File: config.mk
export PLATFORM = sky130hd
export DESIGN_NAME = dmem_write_buffer_flat
export DESIGN_NICKNAME = d
export VERILOG_FILES = /design/src/rtl/dmem_write_buffer_pkg.sv /design/src/rtl/dmem_write_buffer_if.sv /design/src/rtl/dmem_write_buffer_wb_fifo.sv /design/src/rtl/dmem_write_buffer.sv /design/src/flat_wrapper.sv
export SDC_FILE = /design/constraint.sdc
export NUM_CORES = 1
export LEC_CHECK = 0
export BUFFER_PORTS_ARGS = -buffer_cell sky130_fd_sc_hd__buf_4
export CORE_ASPECT_RATIO = 0.75
export CORE_MARGIN = 1.5
export CORE_UTILIZATION = 40
export CTS_BUF_LIST = sky130_fd_sc_hd__clkbuf_2 sky130_fd_sc_hd__clkbuf_4 sky130_fd_sc_hd__clkbuf_8
export CTS_CLUSTER_DIAMETER = 30
export DETAILED_ROUTE_END_ITERATION = 8
export HOLD_SLACK_MARGIN = 0.03
export PLACE_DENSITY = 0.69
export SETUP_SLACK_MARGIN = 0.02
export SYNTH_ARGS = -nofsm -noshare
export SYNTH_HDL_FRONTEND = slang
export SYNTH_SLANG_ARGS = --single-unit
File: constraint.sdc
create_clock -name clk -period 3.3 [get_ports clk]
set_input_delay 0.33 -clock clk [delete_from_list [all_inputs] [get_ports clk]]
set_output_delay 0.33 -clock clk [all_outputs]
set_load 0.01 [all_outputs]
File: src/rtl/dmem_write_buffer_pkg.sv
// Shared defaults and FSM encoding for the data-cache write buffer.
// Also pulled in by the dcache_system integration.
package dmem_write_buffer_pkg;

  localparam int WB_DEPTH = 4;
  localparam int WB_AW    = 32;
  localparam int WB_DW    = 32;

  typedef enum logic [2:0] {
    ST_IDLE   = 3'd0,
    ST_LOOKUP = 3'd1,
    ST_MRD    = 3'd2,
    ST_WR     = 3'd3,
    ST_RDWAIT = 3'd4
  } wb_state_e;

endpackage

File: src/rtl/dmem_write_buffer_if.sv
// Cache-side and memory-side signals of the write buffer.
// The slave modport is the buffer's view; master is the cache/memory side.
interface dmem_write_buffer_if
  import dmem_write_buffer_pkg::*;
#(
  parameter int AW = WB_AW,
  parameter int DW = WB_DW
);

  logic          wr_mem;
  logic          rd_mem;
  logic [AW-1:0] addr_mem;
  logic [DW-1:0] wdata;
  logic [DW-1:0] data_out_mem;
  logic          mem_change;
  logic          wb_full;
  logic          wb_empty;
  logic          m_req;
  logic          m_we;
  logic [AW-1:0] m_addr;
  logic [DW-1:0] m_wdata;
  logic [DW-1:0] m_rdata;
  logic          m_ack;

  modport slave (
    input  wr_mem, rd_mem, addr_mem, wdata, m_rdata, m_ack,
    output data_out_mem, mem_change, wb_full, wb_empty,
           m_req, m_we, m_addr, m_wdata
  );

  modport master (
    output wr_mem, rd_mem, addr_mem, wdata, m_rdata, m_ack,
    input  data_out_mem, mem_change, wb_full, wb_empty,
           m_req, m_we, m_addr, m_wdata
  );

endinterface

File: src/rtl/dmem_write_buffer_wb_fifo.sv
// Write-buffer FIFO with a parallel address CAM returning the newest matching entry.
// Enqueue/dequeue take effect at the edge; enqueue while full is dropped (full is the registered count).
module dmem_write_buffer_wb_fifo #(
  parameter int DEPTH = 4,
  parameter int AW    = 32,
  parameter int DW    = 32
) (
  input  logic          clk,
  input  logic          rst,
  input  logic          enq_vld,
  input  logic [AW-1:0] enq_addr,
  input  logic [DW-1:0] enq_dat,
  input  logic          deq_vld,
  output logic [AW-1:0] head_addr,
  output logic [DW-1:0] head_dat,
  output logic          full,
  output logic          empty,
  input  logic [AW-1:0] lk_addr,
  output logic          hit,
  output logic [DW-1:0] hit_dat
);

  localparam int PW = $clog2(DEPTH);
  localparam int CW = PW + 1;

  typedef struct packed {
    logic [AW-1:0] addr;
    logic [DW-1:0] dat;
  } entry_t;

  entry_t        mem_q [DEPTH];
  entry_t        mem_d [DEPTH];
  logic [PW-1:0] head_q, head_d;
  logic [PW-1:0] tail_q, tail_d;
  logic [CW-1:0] count_q, count_d;
  logic [PW-1:0] idx;
  logic          enq_ok;
  logic          deq_ok;

  assign full      = (count_q == CW'(DEPTH));
  assign empty     = (count_q == '0);
  assign enq_ok    = enq_vld && !full;
  assign deq_ok    = deq_vld && !empty;
  assign head_addr = mem_q[head_q].addr;
  assign head_dat  = mem_q[head_q].dat;

  always_comb begin
    mem_d   = mem_q;
    head_d  = head_q;
    tail_d  = tail_q;
    count_d = count_q;
    if (enq_ok) begin
      mem_d[tail_q] = '{addr: enq_addr, dat: enq_dat};
      tail_d        = tail_q + 1'b1;
    end
    if (deq_ok) begin
      head_d = head_q + 1'b1;
    end
    case ({enq_ok, deq_ok})
      2'b10:   count_d = count_q + 1'b1;
      2'b01:   count_d = count_q - 1'b1;
      default: count_d = count_q;
    endcase
  end

  // Walk oldest to newest so the last match wins.
  always_comb begin
    hit     = 1'b0;
    hit_dat = '0;
    idx     = '0;
    for (int i = 0; i < DEPTH; i++) begin
      idx = head_q + PW'(i);
      if ((CW'(i) < count_q) && (mem_q[idx].addr == lk_addr)) begin
        hit     = 1'b1;
        hit_dat = mem_q[idx].dat;
      end
    end
  end

  always_ff @(posedge clk or negedge rst) begin
    if (!rst) begin
      for (int i = 0; i < DEPTH; i++) begin
        mem_q[i] <= '0;
      end
      head_q  <= '0;
      tail_q  <= '0;
      count_q <= '0;
    end else begin
      mem_q   <= mem_d;
      head_q  <= head_d;
      tail_q  <= tail_d;
      count_q <= count_d;
    end
  end

endmodule

File: src/rtl/dmem_write_buffer.sv
// Cache write buffer: queues writes, drains in background, serves reads (forward 2 cycles, memory 1 cycle after m_ack).
// Backpressure: wb_full rejects wr_mem; m_req is held with stable address/data until m_ack.
module dmem_write_buffer
  import dmem_write_buffer_pkg::*;
#(
  parameter int DEPTH = WB_DEPTH,
  parameter int AW    = WB_AW,
  parameter int DW    = WB_DW
) (
  input  logic                 clk,
  input  logic                 rst,
  dmem_write_buffer_if.slave   bus
);

  wb_state_e     state_q, state_d;
  logic          m_req_q, m_req_d;
  logic          m_we_q, m_we_d;
  logic [AW-1:0] m_addr_q, m_addr_d;
  logic [DW-1:0] m_wdata_q, m_wdata_d;
  logic [DW-1:0] data_out_q, data_out_d;
  logic          mem_change_q, mem_change_d;
  logic          deq_vld;
  logic [AW-1:0] head_addr;
  logic [DW-1:0] head_dat;
  logic          full;
  logic          empty;
  logic          hit;
  logic [DW-1:0] hit_dat;

  dmem_write_buffer_wb_fifo #(
    .DEPTH (DEPTH),
    .AW    (AW),
    .DW    (DW)
  ) u_wb_fifo (
    .clk       (clk),
    .rst       (rst),
    .enq_vld   (bus.wr_mem),
    .enq_addr  (bus.addr_mem),
    .enq_dat   (bus.wdata),
    .deq_vld   (deq_vld),
    .head_addr (head_addr),
    .head_dat  (head_dat),
    .full      (full),
    .empty     (empty),
    .lk_addr   (bus.addr_mem),
    .hit       (hit),
    .hit_dat   (hit_dat)
  );

  always_comb begin
    state_d      = state_q;
    m_req_d      = m_req_q;
    m_we_d       = m_we_q;
    m_addr_d     = m_addr_q;
    m_wdata_d    = m_wdata_q;
    data_out_d   = data_out_q;
    mem_change_d = 1'b0;
    deq_vld      = 1'b0;
    case (state_q)
      ST_IDLE: begin
        // Reads win over drain; a write in the same cycle still enqueues.
        if (bus.rd_mem) begin
          state_d = ST_LOOKUP;
        end else if (!empty) begin
          state_d   = ST_WR;
          m_req_d   = 1'b1;
          m_we_d    = 1'b1;
          m_addr_d  = head_addr;
          m_wdata_d = head_dat;
        end
      end
      ST_LOOKUP: begin
        if (hit) begin
          data_out_d   = hit_dat;
          mem_change_d = 1'b1;
          state_d      = ST_RDWAIT;
        end else begin
          state_d  = ST_MRD;
          m_req_d  = 1'b1;
          m_we_d   = 1'b0;
          m_addr_d = bus.addr_mem;
        end
      end
      ST_MRD: begin
        if (bus.m_ack) begin
          data_out_d   = bus.m_rdata;
          mem_change_d = 1'b1;
          m_req_d      = 1'b0;
          state_d      = ST_RDWAIT;
        end
      end
      ST_WR: begin
        if (bus.m_ack) begin
          deq_vld = 1'b1;
          m_req_d = 1'b0;
          state_d = ST_IDLE;
        end
      end
      ST_RDWAIT: begin
        if (!bus.rd_mem) begin
          state_d = ST_IDLE;
        end
      end
      default: state_d = ST_IDLE;
    endcase
  end

  always_ff @(posedge clk or negedge rst) begin
    if (!rst) begin
      state_q      <= ST_IDLE;
      m_req_q      <= 1'b0;
      m_we_q       <= 1'b0;
      m_addr_q     <= '0;
      m_wdata_q    <= '0;
      data_out_q   <= '0;
      mem_change_q <= 1'b0;
    end else begin
      state_q      <= state_d;
      m_req_q      <= m_req_d;
      m_we_q       <= m_we_d;
      m_addr_q     <= m_addr_d;
      m_wdata_q    <= m_wdata_d;
      data_out_q   <= data_out_d;
      mem_change_q <= mem_change_d;
    end
  end

  assign bus.m_req        = m_req_q;
  assign bus.m_we         = m_we_q;
  assign bus.m_addr       = m_addr_q;
  assign bus.m_wdata      = m_wdata_q;
  assign bus.data_out_mem = data_out_q;
  assign bus.mem_change   = mem_change_q;
  assign bus.wb_full      = full;
  assign bus.wb_empty     = empty;

endmodule

File: src/flat_wrapper.sv
// flat-port wrapper written by rule: the top's interface ports become plain ports
module dmem_write_buffer_flat import dmem_write_buffer_pkg::*;
#(
  parameter int DEPTH = WB_DEPTH,
  parameter int AW    = WB_AW,
  parameter int DW    = WB_DW
)
  (clk, rst, bus_wr_mem, bus_rd_mem, bus_addr_mem, bus_wdata, bus_m_rdata, bus_m_ack, bus_data_out_mem, bus_mem_change, bus_wb_full, bus_wb_empty, bus_m_req, bus_m_we, bus_m_addr, bus_m_wdata);
  dmem_write_buffer_if #(.AW(AW), .DW(DW)) bus_i ();
  input  logic clk;
  input  logic rst;
  input wire logic [$bits(bus_i.wr_mem)-1:0] bus_wr_mem;
  input wire logic [$bits(bus_i.rd_mem)-1:0] bus_rd_mem;
  input wire logic [$bits(bus_i.addr_mem)-1:0] bus_addr_mem;
  input wire logic [$bits(bus_i.wdata)-1:0] bus_wdata;
  input wire logic [$bits(bus_i.m_rdata)-1:0] bus_m_rdata;
  input wire logic [$bits(bus_i.m_ack)-1:0] bus_m_ack;
  output wire logic [$bits(bus_i.data_out_mem)-1:0] bus_data_out_mem;
  output wire logic [$bits(bus_i.mem_change)-1:0] bus_mem_change;
  output wire logic [$bits(bus_i.wb_full)-1:0] bus_wb_full;
  output wire logic [$bits(bus_i.wb_empty)-1:0] bus_wb_empty;
  output wire logic [$bits(bus_i.m_req)-1:0] bus_m_req;
  output wire logic [$bits(bus_i.m_we)-1:0] bus_m_we;
  output wire logic [$bits(bus_i.m_addr)-1:0] bus_m_addr;
  output wire logic [$bits(bus_i.m_wdata)-1:0] bus_m_wdata;
  assign bus_i.wr_mem = bus_wr_mem;
  assign bus_i.rd_mem = bus_rd_mem;
  assign bus_i.addr_mem = bus_addr_mem;
  assign bus_i.wdata = bus_wdata;
  assign bus_i.m_rdata = bus_m_rdata;
  assign bus_i.m_ack = bus_m_ack;
  assign bus_data_out_mem = bus_i.data_out_mem;
  assign bus_mem_change = bus_i.mem_change;
  assign bus_wb_full = bus_i.wb_full;
  assign bus_wb_empty = bus_i.wb_empty;
  assign bus_m_req = bus_i.m_req;
  assign bus_m_we = bus_i.m_we;
  assign bus_m_addr = bus_i.m_addr;
  assign bus_m_wdata = bus_i.m_wdata;
  dmem_write_buffer #(.DEPTH(DEPTH), .AW(AW), .DW(DW)) u_core (.clk(clk), .rst(rst), .bus(bus_i));
endmodule
==> impl_results.md <==
* Area growth syn-to-layout at 32.9%
* Max Fanout on Critical Path at 8
* Number of global-route vias before repair at 20500
* Crit share post-route at 1.18
* Std-Cell Core Area at 59300 um^2
* Hold Crit Depth at 3
* Combined global-route utilization of all metal layers at 0.259
* IO Pins at 202
* Clock tree from TritonCTS: yes
* Cell accounting for the most synthesized area: sky130_fd_sc_hd__dfrtp_1
* Std-Cell Rows at 77
* Drt initial violations at 2123
* Post-synthesis compound-gate area fraction at 0.0954
* Areal power density over the cells at 1200 nW/um^2
* Final setup violation count at 69
* Total wire length at 81900 um
* Share of cells above drive strength 1 at 0.484
* Critical path startpoint category: flop
* Unrepaired setup endpoints after global routing: yes
* Die boundary width at 286 um
* Ys Warns at 0
* Clock Skew at 0.0668 ns
* NumNets Final at 2617
* Leading cell types by total area after synthesis: sky130_fd_sc_hd__dfrtp_1 (38%), sky130_fd_sc_hd__mux2_2 (17%), sky130_fd_sc_hd__mux4_2 (13%)
* Count of input and output buffers at 201
* H-tree depth at 3
* Failing checks: negative setup slack
* Most used flip-flop cell after synthesis: sky130_fd_sc_hd__dfrtp_1
* Required time of the worst setup path at 3.86 ns
* Adder-Cell Fraction of Synth Area at 0.00468
* Hold WC Path Type: primary input to flop
* Via count normalized by instance count at 6.00
* Worst setup slack after layout at -0.605 ns
* Element type at the critical path end: flop
* Final setup TNS at -34.73 ns
* Post-synthesis instance area at 24100 um^2
* Pin count of the biggest net entering global routing at 103
* Cell Count, Final, Fillers Out at 3371
* Die Ht at 216 um
* DRC violation count after routing at 0
* Max-Slew Margin vs Limit at 0.375
* Register clock-pin slew on the reported worst setup and hold paths at 0.05 ns
* Effective utilization at floorplan at 0.407
* Detailed placement HPWL at 53100 um
* Area share of the largest cell type after synthesis at 0.379
* Final Slew Violations at 0
* Grt ovf at 0
* Worst-case reg-to-reg path depth at 17
* Category of the most critical setup path: flop to flop
* Footprint of the multi-input gates at 14500 um^2
* CTS Root Cell: sky130_fd_sc_hd__clkbuf_8
* Length of the first detailed-routing pass in iterations at 8
* Async SR Flop Fraction at 1.00
* RePlAce Congestion at 0.988
* Run status: complete, but fails checks
* Number of synthesized flops with an enable pin at 0
* Final count of hold timing violations at 0
* Final routed wire length divided by cell count at 24.3 um
* Average instance area after synthesis at 11.8 um^2
* Sequential cell area fraction in the yosys report at 0.379
* TritonCTS Sinks at 365
* Most used standard cells in the synthesized netlist: sky130_fd_sc_hd__dfrtp_1 (365), sky130_fd_sc_hd__mux2_2 (365), sky130_fd_sc_hd__nand2_1 (155)
* Worst IR drop on VDD at 0.594 mV
* Post-layout minimum cycle time at 3.90 ns
* Slowest stage delay, CP at 0.50 ns
* Net count after synthesis at 2152
* Post-placement worst setup slack at -0.901 ns
* Sequential cell area in the final layout at 9140 um^2
* Number of antenna violations at the first check in global routing at 2
* CP bufs+invs at 9
* Parity-gate share of the synthesized area counting xor and xnor cells at 0.0425
* Maximum clock path buffer count at 3
* Floorplan die area at 61700 um^2
* Count of filler cells inserted in the layout at 4930
* Crit path max-delay cell type: sky130_fd_sc_hd__dfrtp_4
* Fraction of the core area covered by cells at the end of the flow at 0.540
* Library cells used by synthesis at 70
* Kind of cell adding the most delay to the critical path: buffers and inverters
* Wire length of the first global-routing pass at 124000 um
* Share of synthesized area spent on multiplexers at 0.374
* Critical path arrival at 4.47 ns
* Levels on crit path at 17
* Final hold slack at 0.0727 ns
* Pin slew with the least headroom to its limit at 0.937 ns
* Number of maximum-capacitance violations at 0
* Via count at 20200
* Placed Cells at 3091
* Insertion delay to the later sink of the worst-skew pair at 0.71 ns
* Max frequency at 256 MHz
* Antenna viol nets, final at 0
* Synthesized instance count at 2042
* Sequence of cells on the critical path: buf_6, buf_12, buf_12, buf_6, mux2i_2, buf_4, o32ai_2, a2111oi_2, o2111ai_1, buf_4, nor4b_4, nor4_4, buf_4, o22ai_4, buf_12, clkbuf_16, mux2_4
* Post-synthesis share of cell area spent on and, or, nand and nor gates at 0.0617
* Leakage at 13.8 nW
* Combinational family with the most area after synthesis: multiplexers
* Post-synthesis register bit count at 365
* TritonCTS Buffers at 90
-- timing repair --
item / in CTS / in global routing
cloned: 5 / 5
pin swaps: 10 / 24
hold endpoints to repair: 503 / 0
setup buffers: 16 / 13
gates resized for setup: 64 / 70
hold buffers: 81 / 0
setup endpoints to repair: 84 / 73
-- cells by family after synthesis --
kind of cell / Yosys count
mux: 669
xor+xnor: 117
buf+inv: 214
compound gates: 354
flops: 365
simple gates: 314
fa+ha+maj: 9
-- power by group --
| group | internal (mW) | switching, mW |
|---|---|---|
| logic | 12.2 | 10.7 |
| clock network | 4.22 | 2.44 |
| registers | 6.78 | 2.13 |
-- layer usage --
layer	wire length [um]	track usage
met4	2160	0.0827
met5	13	0
met2	36600	0.386
met3	8000	0.0692
met1	35200	0.364
-- worst min-delay path, cell delays in order --
cell and delay (ns):
sky130_fd_sc_hd__buf_4 0.15, sky130_fd_sc_hd__mux2i_1 0.08, sky130_fd_sc_hd__mux2i_1 0.12
-- final cells by class --
type / instances / area share
diodes: 2 / 0.000156
inverters: 23 / 0.00270
repair buffers: 564 / 0.160
well taps: 790 / 0.0309
multi-input cells: 1463 / 0.452
clock buffers: 115 / 0.0473
flip-flops and latches: 365 / 0.286
clock inverters: 49 / 0.0217
-- cell usage in the layout, fill, tap and decap left out, drive strengths merged, types with 4 or more instances in the layout --
cell type | synthesis | final
clkinv | 3 | 26
inv | 20 | 22
nand3 | 39 | 39
nand2b | 4 | 4
a21oi | 48 | 48
nor3 | 8 | 8
mux4 | 143 | 143
a221oi | 8 | 8
nand4 | 17 | 17
dlygate4sd3 | 0 | 81
xnor2 | 86 | 86
mux2i | 117 | 117
dfrtp | 365 | 365
clkbuf | 110 | 119
buf | 81 | 478
nor2b | 5 | 5
o21ai | 127 | 127
xor2 | 31 | 31
a21o | 31 | 31
ha | 9 | 9
clkinvlp | 0 | 9
bufinv | 0 | 15
nand2 | 155 | 155
o22ai | 35 | 35
a31oi | 7 | 7
and2 | 4 | 4
nor2 | 49 | 49
a31o | 4 | 4
a211oi | 33 | 33
o2bb2ai | 4 | 4
mux2 | 409 | 409
nor4 | 12 | 12
o41ai | 32 | 32
-- stage by stage --
stage / power (mW) / cell area (um^2)
finish: 38.5 / 32000
global route: 40.4 / 32000
CTS: 37.5 / 31500
detailed placement: 29.4 / 28000
global placement: 28.8 / 28000
floorplan: 21.6 / 24100
-- path summary, 6_finish.rpt --
kind                                       startpoint                           to  slack (ns)
min reg2reg                         u_core.state_q[2]            u_core.state_q[0]        0.49
min in group asynchronous                         rst        u_core.bus.m_addr[25]        0.18
max reg2reg                u_core.u_wb_fifo.head_q[0]  u_core.bus.data_out_mem[13]       -0.60
max                        u_core.u_wb_fifo.head_q[0]  u_core.bus.data_out_mem[13]       -0.60
min                                  bus_addr_mem[19]        u_core.bus.m_addr[19]        0.07
max in group asynchronous                         rst   u_core.u_wb_fifo.head_q[1]        2.22
-- flip-flops by register name (all words and copies together), names as in the netlist --
signal / cells
u_core.u_wb_fifo.mem_q: 256
u_core.bus.data_out_mem: 32
u_core.bus.m_addr: 32
u_core.bus.m_wdata: 32
u_core.state_q: 3
u_core.u_wb_fifo.count_q: 3
u_core.u_wb_fifo.head_q: 2
u_core.u_wb_fifo.tail_q: 2
u_core.bus.m_req: 1
u_core.bus.m_we: 1
u_core.bus.mem_change: 1
No activity file was read; power rests on OpenSTA's default activity.
